[src/rtl/maxpool_layer.sv]
// Max-pooling stage: reads an upstream conv output map tap by tap and writes each
// POOL_DIM x POOL_DIM window maximum (IEEE-754 doubles, bitwise compare) downstream.
module maxpool_layer #(
  parameter string NAME         = "MAXPOOL_LAYER_DEFAULT_NAME",
  parameter int    NUM_CHANNELS = 1,
  parameter int    INPUT_DIM    = 4,
  parameter int    POOL_DIM     = 2,
  parameter int    DATA_SIZE    = 64,
  parameter int    POOL_OUT_DIM = INPUT_DIM / POOL_DIM,
  parameter int    DEBUG        = 0
) (
  input  logic                 clk,
  input  logic                 rst_n,
  input  logic                 start,
  output logic [2:0][15:0]     rd_index,
  input  logic [DATA_SIZE-1:0] rd_data,
  output logic                 wr_en,
  output logic [2:0][15:0]     wr_index,
  output logic [DATA_SIZE-1:0] wr_data,
  output logic                 output_valid,
  output logic                 busy
);

  typedef enum logic [2:0] {
    IDLE,
    ISSUE,
    CMP,
    WRITE,
    DONE
  } state_t;

  localparam logic [15:0] PoolLast = 16'(POOL_DIM - 1);
  localparam logic [15:0] OutLast  = 16'(POOL_OUT_DIM - 1);
  localparam logic [15:0] ChLast   = 16'(NUM_CHANNELS - 1);

  state_t                 state_q, state_d;
  logic [15:0]            ch_q, ch_d;
  logic [15:0]            oy_q, oy_d;
  logic [15:0]            ox_q, ox_d;
  logic [15:0]            ky_q, ky_d;
  logic [15:0]            kx_q, kx_d;
  logic [DATA_SIZE-1:0]   max_q, max_d;
  logic [2:0][15:0]       rd_index_q, rd_index_d;

  // Sign/magnitude ordering of doubles; any zero-vs-zero pair counts as a tie so the held value stays.
  function automatic logic takesNew(input logic [DATA_SIZE-1:0] held,
                                    input logic [DATA_SIZE-1:0] cand);
    logic                 heldNeg;
    logic                 candNeg;
    logic [DATA_SIZE-2:0] heldMag;
    logic [DATA_SIZE-2:0] candMag;
    heldNeg = held[DATA_SIZE-1];
    candNeg = cand[DATA_SIZE-1];
    heldMag = held[DATA_SIZE-2:0];
    candMag = cand[DATA_SIZE-2:0];
    if ((heldMag == '0) && (candMag == '0)) return 1'b0;
    if (heldNeg != candNeg) return heldNeg;
    if (!heldNeg) return candMag > heldMag;
    return candMag < heldMag;
  endfunction

  always_ff @(posedge clk or negedge rst_n) begin
    if (!rst_n) begin
      state_q    <= IDLE;
      ch_q       <= '0;
      oy_q       <= '0;
      ox_q       <= '0;
      ky_q       <= '0;
      kx_q       <= '0;
      max_q      <= '0;
      rd_index_q <= '0;
    end else begin
      state_q    <= state_d;
      ch_q       <= ch_d;
      oy_q       <= oy_d;
      ox_q       <= ox_d;
      ky_q       <= ky_d;
      kx_q       <= kx_d;
      max_q      <= max_d;
      rd_index_q <= rd_index_d;
    end
  end

  always_comb begin
    state_d    = state_q;
    ch_d       = ch_q;
    oy_d       = oy_q;
    ox_d       = ox_q;
    ky_d       = ky_q;
    kx_d       = kx_q;
    max_d      = max_q;
    rd_index_d = rd_index_q;

    case (state_q)
      IDLE, DONE: begin
        if (start) begin
          ch_d    = '0;
          oy_d    = '0;
          ox_d    = '0;
          ky_d    = '0;
          kx_d    = '0;
          state_d = ISSUE;
        end
      end

      ISSUE: state_d = CMP;

      CMP: begin
        if (((ky_q == '0) && (kx_q == '0)) || takesNew(max_q, rd_data)) max_d = rd_data;
        state_d = ISSUE;
        if (kx_q == PoolLast) begin
          kx_d = '0;
          if (ky_q == PoolLast) begin
            ky_d    = '0;
            state_d = WRITE;
          end else begin
            ky_d = ky_q + 16'd1;
          end
        end else begin
          kx_d = kx_q + 16'd1;
        end
      end

      WRITE: begin
        state_d = ISSUE;
        if (ox_q == OutLast) begin
          ox_d = '0;
          if (oy_q == OutLast) begin
            oy_d = '0;
            if (ch_q == ChLast) begin
              ch_d    = '0;
              state_d = DONE;
            end else begin
              ch_d = ch_q + 16'd1;
            end
          end else begin
            oy_d = oy_q + 16'd1;
          end
        end else begin
          ox_d = ox_q + 16'd1;
        end
      end

      default: state_d = IDLE;
    endcase

    // The address is launched on entry to ISSUE so a registered-read memory returns data during CMP.
    if (state_d == ISSUE) begin
      rd_index_d = {ch_d, 16'(oy_d * POOL_DIM + ky_d), 16'(ox_d * POOL_DIM + kx_d)};
    end
  end

  assign rd_index     = rd_index_q;
  assign wr_en        = (state_q == WRITE);
  assign wr_index     = wr_en ? {ch_q, oy_q, ox_q} : '0;
  assign wr_data      = wr_en ? max_q : '0;
  assign output_valid = (state_q == DONE);
  assign busy         = (state_q == ISSUE) || (state_q == CMP) || (state_q == WRITE);

endmodule

[config.mk]
export PLATFORM = sky130hd
export DESIGN_NAME = maxpool_layer
export DESIGN_NICKNAME = d
export VERILOG_FILES = /design/src/rtl/maxpool_layer.sv
export SDC_FILE = /design/constraint.sdc
export NUM_CORES = 1
export LEC_CHECK = 0
export BUFFER_PORTS_ARGS = -buffer_cell sky130_fd_sc_hd__buf_2
export CAP_MARGIN = 40
export CORE_MARGIN = 2
export CORE_UTILIZATION = 52
export CTS_CLUSTER_DIAMETER = 30
export DETAILED_ROUTE_END_ITERATION = 12
export GPL_ROUTABILITY_DRIVEN = 0
export PLACE_DENSITY = 0.82
export SLEW_MARGIN = 20
export SYNTH_ARGS = -nofsm -noshare
export SYNTH_HDL_FRONTEND = slang
export SYNTH_SLANG_ARGS = --single-unit
[constraint.sdc]
create_clock -name clk -period 3.89 [get_ports clk]
set_clock_uncertainty 0.1 [all_clocks]
set_input_delay 0.389 -clock clk [delete_from_list [all_inputs] [get_ports clk]]
set_output_delay 0.389 -clock clk [all_outputs]
set_load 0.05 [all_outputs]
# Word-level counts from Yosys, hierarchy flattened
# Cells that the tools add are included.
[word_totals]
regBits = 195
out_inout_bits = 163
[classes]
addsub = 7
magnitude_cmp = 2
n_eq_ne = 10
muxes = 44
reduce_logical = 13
[ops]
columns = ["operator", "count"]
rows = [
  ["16-bit 2-to-1 mux", 14],
  ["16-bit one-hot mux with 2 select lines", 5],
  ["63-bit logical NOT", 2],
  ["16-bit by 1-bit adder with 16-bit output (second input constant)", 5],
  ["16-bit by 1-bit equality test with 1-bit output (second input constant)", 4],
  ["64-bit 2-to-1 mux", 1],
  ["63-bit > comparator", 1],
  ["63-bit < comparator", 1],
  ["16-bit logical NOT", 3],
  ["48-bit 2-to-1 mux", 1],
  ["16-bit adder", 2],
  ["1-bit 2-to-1 mux", 16],
  ["3-bit 2-to-1 mux", 4],
  ["3-bit one-hot mux with 4 select lines", 1],
  ["3-bit by 1-bit equality test with 1-bit output (second input constant)", 2],
  ["3-bit by 2-bit equality test with 1-bit output (second input constant)", 2],
  ["2-bit 2-to-1 mux", 2],
  ["3-bit equality test (second input constant)", 1],
  ["3-bit logical NOT", 1],
  ["1-bit logical OR", 3],
  ["1-bit logical AND", 2],
  ["2-bit AND reduction", 1],
  ["2-bit OR reduction", 1],
  ["1-bit inequality test", 1],
]

# Longest topological paths before layout
# Gate-level depths: netlist of run 1.
[depth]
depth_word = 15
ltp_mapped = 20

# Worst setup path after synthesis of run 1
# No wires, ideal clock.
[synth_path]
path_type = "flip-flop to flip-flop"
startpoint = "register kx_q[1]"
endpoint = "register rd_index_q (netlist bit rd_index[30])"
setup_ns = 0.133
arrival_ns = 3.888
slack_ns = -0.231
path_stages_with_launch = 20
path_buffers = 1
cell_sequence = "dfrtp_1 > inv_1 > ha_1 > nor3b_1 > nand4_2 > o21ai_1 > clkbuf_1 > a21oi_1 > o21ai_0 > o41ai_1 > ha_1 > a21o_1 > a21oi_1 > nor2b_1 > o21ai_0 > a21oi_1 > a2111o_1 > a31oi_1 > xor2_1 > o21ai_0"
[synth_between]
elab_chain_len = 4
elab_cells_between_ends = 7
[synth_rtl]
columns = ["element", "line_no", "text"]
rows = [
  ["start, declared", "41", "logic [15:0] kx_q, kx_d;"],
  ["start signal, assigned", "78", "kx_q <= kx_d;"],
  ["16-bit by 1-bit equality test with 1-bit output", "111", "if (kx_q == PoolLast) begin"],
  ["16-bit 2-to-1 mux", "111", ""],
  ["16-bit one-hot mux with 2 select lines", "94", "case (state_q)"],
  ["named net ky_d[2]", "40", "logic [15:0] ky_q, ky_d;"],
  ["16-bit adder", "149", "rd_index_d = {ch_d, 16'(oy_d * POOL_DIM + ky_d), 16'(ox_d * POOL_DIM + kx_d)};"],
  ["end signal, assigned", "80", "rd_index_q <= rd_index_d;"],
  ["end, declared", "43", "logic [2:0][15:0] rd_index_q, rd_index_d;"],
]
# The timed path passes the listed nets, and every way through them passes these cells.
# A chain may end at the register's enable or synchronous reset.

# Final worst setup path of run 1
[layout_path]
startpoint = "register ox_q[8]"
endpoint = "register rd_index_q (netlist bit rd_index[30])"
[layout_between]
elab_chain_len = 4
elab_cells_between_ends = 7
[layout_rtl]
columns = ["element", "line_no", "text"]
rows = [
  ["start, declared", "39", "logic [15:0] ox_q, ox_d;"],
  ["start signal, assigned", "67", "ox_q <= '0;"],
  ["start signal, assigned", "76", "ox_q <= ox_d;"],
  ["16-bit by 1-bit equality test with 1-bit output", "126", "if (ox_q == OutLast) begin"],
  ["16-bit 2-to-1 mux", "126", ""],
  ["16-bit one-hot mux with 2 select lines", "94", ""],
  ["named net oy_d[5]", "38", "logic [15:0] oy_q, oy_d;"],
  ["16-bit adder", "149", ""],
]
# The timed path passes the listed nets, and every way through them passes these cells.

==> metrics, run 1 <==
outcome=finished, final reports clean; placed insts=1968; crit path max fanout=5; Post-synth top flop=dfrtp_1; I/O pins=230; Post-synth EDFFs=0; most frequent cells in the layout=228 x buf_2, 190 x dfrtp_1, 129 x nand2_1; Clock Sinks=195; clk slew on worst S/H paths=80 ps; DRC=0; share of the synthesized area in the top cell type=0.384; Worst Path Required=4100 ps; Synth cell types=63; worst r2r path cells=16; area leader, netlist=dfrtp_1; CP Data Arrival Time=3970 ps; via count=12000; Non-Filler Instances=2012; Post-Syn Area per Cell=9.37 um2; slowest stage cell on the critical path=dfrtp_2; CP Buf/Inv Count=4; vias in the first global route=11500; register area=0.00489 mm2; WS Path Type=flip-flop to flip-flop; total CTS buffers=17; register area share after synthesis=0.384; setup TNS=0 ps; Pint=4.47 mW; Final Setup Violations=0; initial antenna violation count=0; total power=6.86 mW; Reg power frac=0.393; Synth Instances=1354; Starting Density=0.527; final WL=38100 um; Mapped Nets=1526; htree depth=4; row count=57; Tmin final=3760 ps; GR Overflow Total=0; Chip Width=160 um; Root Buffer Master=clkbuf_16; CP peak stage delay=450 ps; P per Cell Area=433 mW/mm2; Setup crit start kind=flip-flop; synthesized flop and latch total=195; WL/cell=18.9 um; Synth-to-Final Area Change=24.9%; max cap viols=0; top post-synthesis cells by area=dfrtp_1 38%, ha_1 10%, mux2_4 7.1%; switch share=0.348; most common cell after layout, fill and taps aside=buf_2; cell repeated most along the worst path=buf_4; Max clock buf depth=2; total global-route track usage=0.289; Synth Cell Area=0.0127 mm2; period utilisation layout=0.966; first-pass GRT wire length=59400 um; Psw=2.39 mW; post-route cell area=0.0159 mm2; Starting DRT DRC Count=1010; hold depth=2; later-pin clock latency in the skew report=440 ps; clock share of power=0.266; multi-input logic area=0.00749 mm2; antenna cells=0; Hold Vio Cnt, Final=0; Crit path depth=16; post-layout util=0.658; core box area=0.0241 mm2; DP HPWL=28500 um; Pleak=7.82 nW; Async S/R FF share, synth=1.00; Max Clk Rate=266 MHz; Initial DRT Pass Iterations=7; Crit. End Element=flip-flop; drt via density=5.95; TritonCTS clock tree=done; Hold Path Class=input port to flip-flop; Max rail drop VDD=0.000376 V; port buffer count=229; Layout fillers=1879; Die Area=0.0257 mm2; largest net degree at the start of global routing=86; Ys Warns=0; Slew Viols, Final=0; Post-DP Area=0.0148 mm2; Rel. slew slack=0.474; layout cells sized above 1=0.323; Antenna Nets Post-Route=0; Final nets=1847; Slew @ Worst Pin=790 ps; CP delay by family, top=compound AO/OA/AOI/OAI gates; crit-path cells=nor4_2 -> buf_4 -> nand4_1 -> buf_4 -> o21ai_2 -> buf_4 -> o41ai_2 -> buf_4 -> ha_1 -> or2_2 -> a21oi_2 -> a21oi_2 -> a2111o_1 -> a31oi_1 -> xor2_1 -> o21ai_0; Comb pwr share=0.340; Die H=160 um
[per-stage QoR]
step	setup slack [ps]	hold WS, ps
final	133	100
after global routing	-144	101
after CTS	-7.82	89.2
after detailed placement	-166	193
after global placement	-53.9	361
after floorplan	13.5	-6.59
[area by class of cell]
class                           count  area share
Inverter                           89      0.0211
Clock inverter                     14      0.0114
Clock buffer                       18      0.0277
Timing Repair Buffer              348       0.134
Multi-Input combinational cell   1024       0.472
Sequential cell                   195       0.308
Tap cell                          324      0.0256
[power by group through the flow]
stage	logic [mW]	clock network, mW	registers, mW
after CTS	2.31	1.84	2.69
after detailed placement	2.28	0	2.72
after floorplan	1.91	0	2.61
after global placement	2.18	0	2.69
after global routing	2.53	1.94	2.74
final	2.33	1.83	2.70
[cell families after synthesis]
| group | after synthesis | share of synthesized area |
|---|---|---|
| AND/OR/NAND/NOR | 501 | 0.201 |
| AO/OA/AOI/OAI | 294 | 0.140 |
| flip-flops | 195 | 0.384 |
| buffers and inverters | 135 | 0.0493 |
| adder cells (fa/ha/maj) | 105 | 0.105 |
| multiplexers | 88 | 0.0957 |
| XOR/XNOR | 36 | 0.0248 |
[timing repair]
action	in CTS	in global routing
pin swaps	2	14
cloned	0	1
setup buffers	1	9
hold buffers	1	0
resized for setup	13	79
endpoints found under the setup margin	7	15
hold endpoints to repair	23	0
[registers in the layout (all words and copies together), names as in the netlist]
signal and flops:
oy_q 16, ch_q 16, max_q 64, kx_q 16, ky_q 16, rd_index 48
state_q 3, ox_q 16
[path summary, 6_finish.rpt]
path                              startpoint      endpoint  slack [ps]
worst max-delay path                 ox_q[8]  rd_index[30]         130
worst min-delay path             rd_data[63]     max_q[63]         100
worst max register to register       ox_q[8]  rd_index[30]         130
worst min register to register  rd_index[27]  rd_index[27]         380
max in group asynchronous              rst_n     max_q[18]        2650
min in group asynchronous              rst_n     max_q[45]         290
[Yosys cell counts, types with 10 or more instances]
library cell / instances
nor4_1: 48
nand3_1: 34
nor2b_1: 10
nor2_1: 116
mux2_2: 26
nand2_1: 133
o31ai_1: 18
nor3_1: 13
and2_1: 50
xnor2_1: 13
a21oi_1: 48
inv_1: 89
o21ai_0: 139
mux2_4: 60
buf_2: 11
dfrtp_1: 195
a31oi_1: 17
and3_1: 20
ha_1: 103
a21o_1: 17
clkbuf_1: 20
xor2_1: 23
nand4_1: 36
[layer usage]
metal / routed length, um / GRT usage / vias up
li1: - / - / 5511
met1: 15200 / 0.371 / 5674
met2: 18000 / 0.477 / 658
met3: 3020 / 0.0540 / 121
met4: 1830 / 0.129 / 0
met5: 0 / 0 / -
Power figures use the tool's default switching activity.
==> inputs of run 2 (changes only) <==
Settings changed: CELL_PAD_IN_SITES_DETAIL_PLACEMENT from default to 0, CELL_PAD_IN_SITES_GLOBAL_PLACEMENT from default to 1, CORE_UTILIZATION 52 to 39, PLACE_DENSITY 0.82 to 0.81.
==> metrics, run 2 (synthesis gave the netlist of run 1 again) <==
drt via density=5.37 (was 5.95); Max Clk Rate=269 MHz (was 266 MHz); hold depth=2 (unchanged); RR Startpoint=kx_q[1] (was ox_q[8]); clk slew on worst S/H paths=90 ps (was 80 ps); min-delay src=rd_data[63] (unchanged); first-pass GRT wire length=60400 um (was 59400 um); Hold EP=max_q[63] (unchanged); initial antenna violation count=1 (was 0); DR WL met3=2350 um (was 3020 um); I/O pins=230 (unchanged); Tmin final=3710 ps (was 3760 ps); total global-route track usage=0.229 (was 0.289); max cap viols=0 (unchanged); Die Area=0.0340 mm2 (was 0.0257 mm2); layout cells sized above 1=0.325 (was 0.323); met1 WL=16800 um (was 15200 um); DP HPWL=30200 um (was 28500 um); Final Setup Violations=0 (unchanged); Chip Width=184 um (was 160 um); Setup crit start kind=flip-flop (unchanged); Initial DRT Pass Iterations=5 (was 7); Biggest register=max_q (unchanged); Pleak=7.95 nW (was 7.82 nW); Post-DP Area=0.0152 mm2 (was 0.0148 mm2); Die H=184 um (was 160 um); WS Path Type=flip-flop to flip-flop (unchanged); Starting Density=0.393 (was 0.527); crit path max fanout=4 (was 5); core box area=0.0323 mm2 (was 0.0241 mm2); worst r2r path cells=14 (was 16); total CTS buffers=17 (unchanged); Max rail drop VDD=0.000405 V (was 0.000376 V); htree depth=4 (unchanged); Hold Path Class=input port to flip-flop (unchanged); largest net degree at the start of global routing=91 (was 86); WL/cell=18.0 um (was 18.9 um); final WL=39000 um (was 38100 um); port buffer count=229 (unchanged); P per Cell Area=417 mW/mm2 (was 433 mW/mm2); vias in the first global route=11100 (was 11500); Slew Viols, Final=0 (unchanged); setup TNS=0 ps (unchanged); Antenna Nets Post-Route=0 (unchanged); Slew @ Worst Pin=785 ps (was 790 ps); Starting DRT DRC Count=661 (was 1010); row count=66 (was 57); Synth-to-Final Area Change=27.3% (was 24.9%); R2R Path End=rd_index[15] (was rd_index[30]); later-pin clock latency in the skew report=460 ps (was 440 ps); Clock Sinks=195 (unchanged); most common cell after layout, fill and taps aside=buf_2 (unchanged); Hold Vio Cnt, Final=0 (unchanged); GR Overflow Total=0 (unchanged); outcome=finished, final reports clean (unchanged); Final nets=1879 (was 1847); DR top layer=met4 (unchanged); post-route cell area=0.0162 mm2 (was 0.0159 mm2); max reg flops=64 (unchanged); worst reg2reg setup slack=180 ps (was 130 ps); DRC=0 (unchanged); Worst Path Required=4130 ps (was 4100 ps); met2 wire length=18600 um (was 18000 um); Rel. slew slack=0.477 (was 0.474); TritonCTS clock tree=done (unchanged); RSZ-0062 raised after global routing=yes; via count=11600 (was 12000); Max clock buf depth=2 (unchanged); period utilisation layout=0.954 (was 0.966); Crit. End Element=flip-flop (unchanged); Root Buffer Master=clkbuf_16 (unchanged); most frequent cells in the layout=228 x buf_2, 195 x dfrtp_1, 144 x buf_4 (was 228 x buf_2, 190 x dfrtp_1, 129 x nand2_1); CP Data Arrival Time=3960 ps (was 3970 ps)
run 2: stage by stage:
stage / power [mW] / hold slack [ps] / util / std cells / worst slack [ps]
finish: 6.74 / 75.0 / 0.500 / 2163 / 178
global route: 7.14 / 63.0 / 0.500 / 2163 / -84.1
CTS: 6.79 / 51.2 / 0.491 / 2153 / 1.87
detailed placement: 4.97 / 369 / 0.471 / 2119 / -103
global placement: 4.91 / 366 / 0.471 / 2119 / 0.689
floorplan: 4.52 / -6.59 / - / 1354 / 13.5
run 2: routing by layer:
layer	vias up	track usage
li1	5570	-
met5	-	0
met2	387	0.382
met4	0	0.0858
met3	54	0.0375
met1	5596	0.298
run 2: final cells by class:
type	instances	area, um2
antenna	1	2.50
clock buffer	17	425
clock inverter	15	165
fill	3022	16100
inverter	89	334
multi-input combinational	1024	7450
sequential	195	4880
tap	442	553
timing repair buffer	380	2340
run 2: worst max-delay path by stage:
stage,cells after the start,from,slack (ps),to
after detailed placement,15,ky_q[14],-100,rd_index[29]
after CTS,16,kx_q[1],2,rd_index[30]
after global placement,18,kx_q[1],0.7,rd_index[29]
final,14,kx_q[1],180,rd_index[15]
after floorplan,19,ox_q[1],10,rd_index[15]
after global routing,20,kx_q[1],-80,rd_index[29]
run 2: repair_timing:
action	CTS	global route
setup endpoints to repair	7	13
hold buffers	1	0
endpoints found under the hold margin	87	0
buffers inserted	1	9
pin swaps	0	19
gates resized for setup	7	62
run 2: worst max-delay path: stages (launching register included):
cell and delay [ps]:
dfrtp_1 370, buf_4 110, buf_4 100, nand3_1 90
nor4_1 590, nand3_1 180, o31ai_1 520, ha_1 370
or2_2 290, a21oi_1 150, inv_1 70, o31a_1 110
a31oi_1 200, xnor2_1 90, mux2_2 250
run 2: where the power goes:
part	switching, mW	total, mW	internal, mW
clock network	0.918	1.78	0.861
logic	1.08	2.27	1.19
registers	0.318	2.69	2.38
total	2.32	6.74	4.42
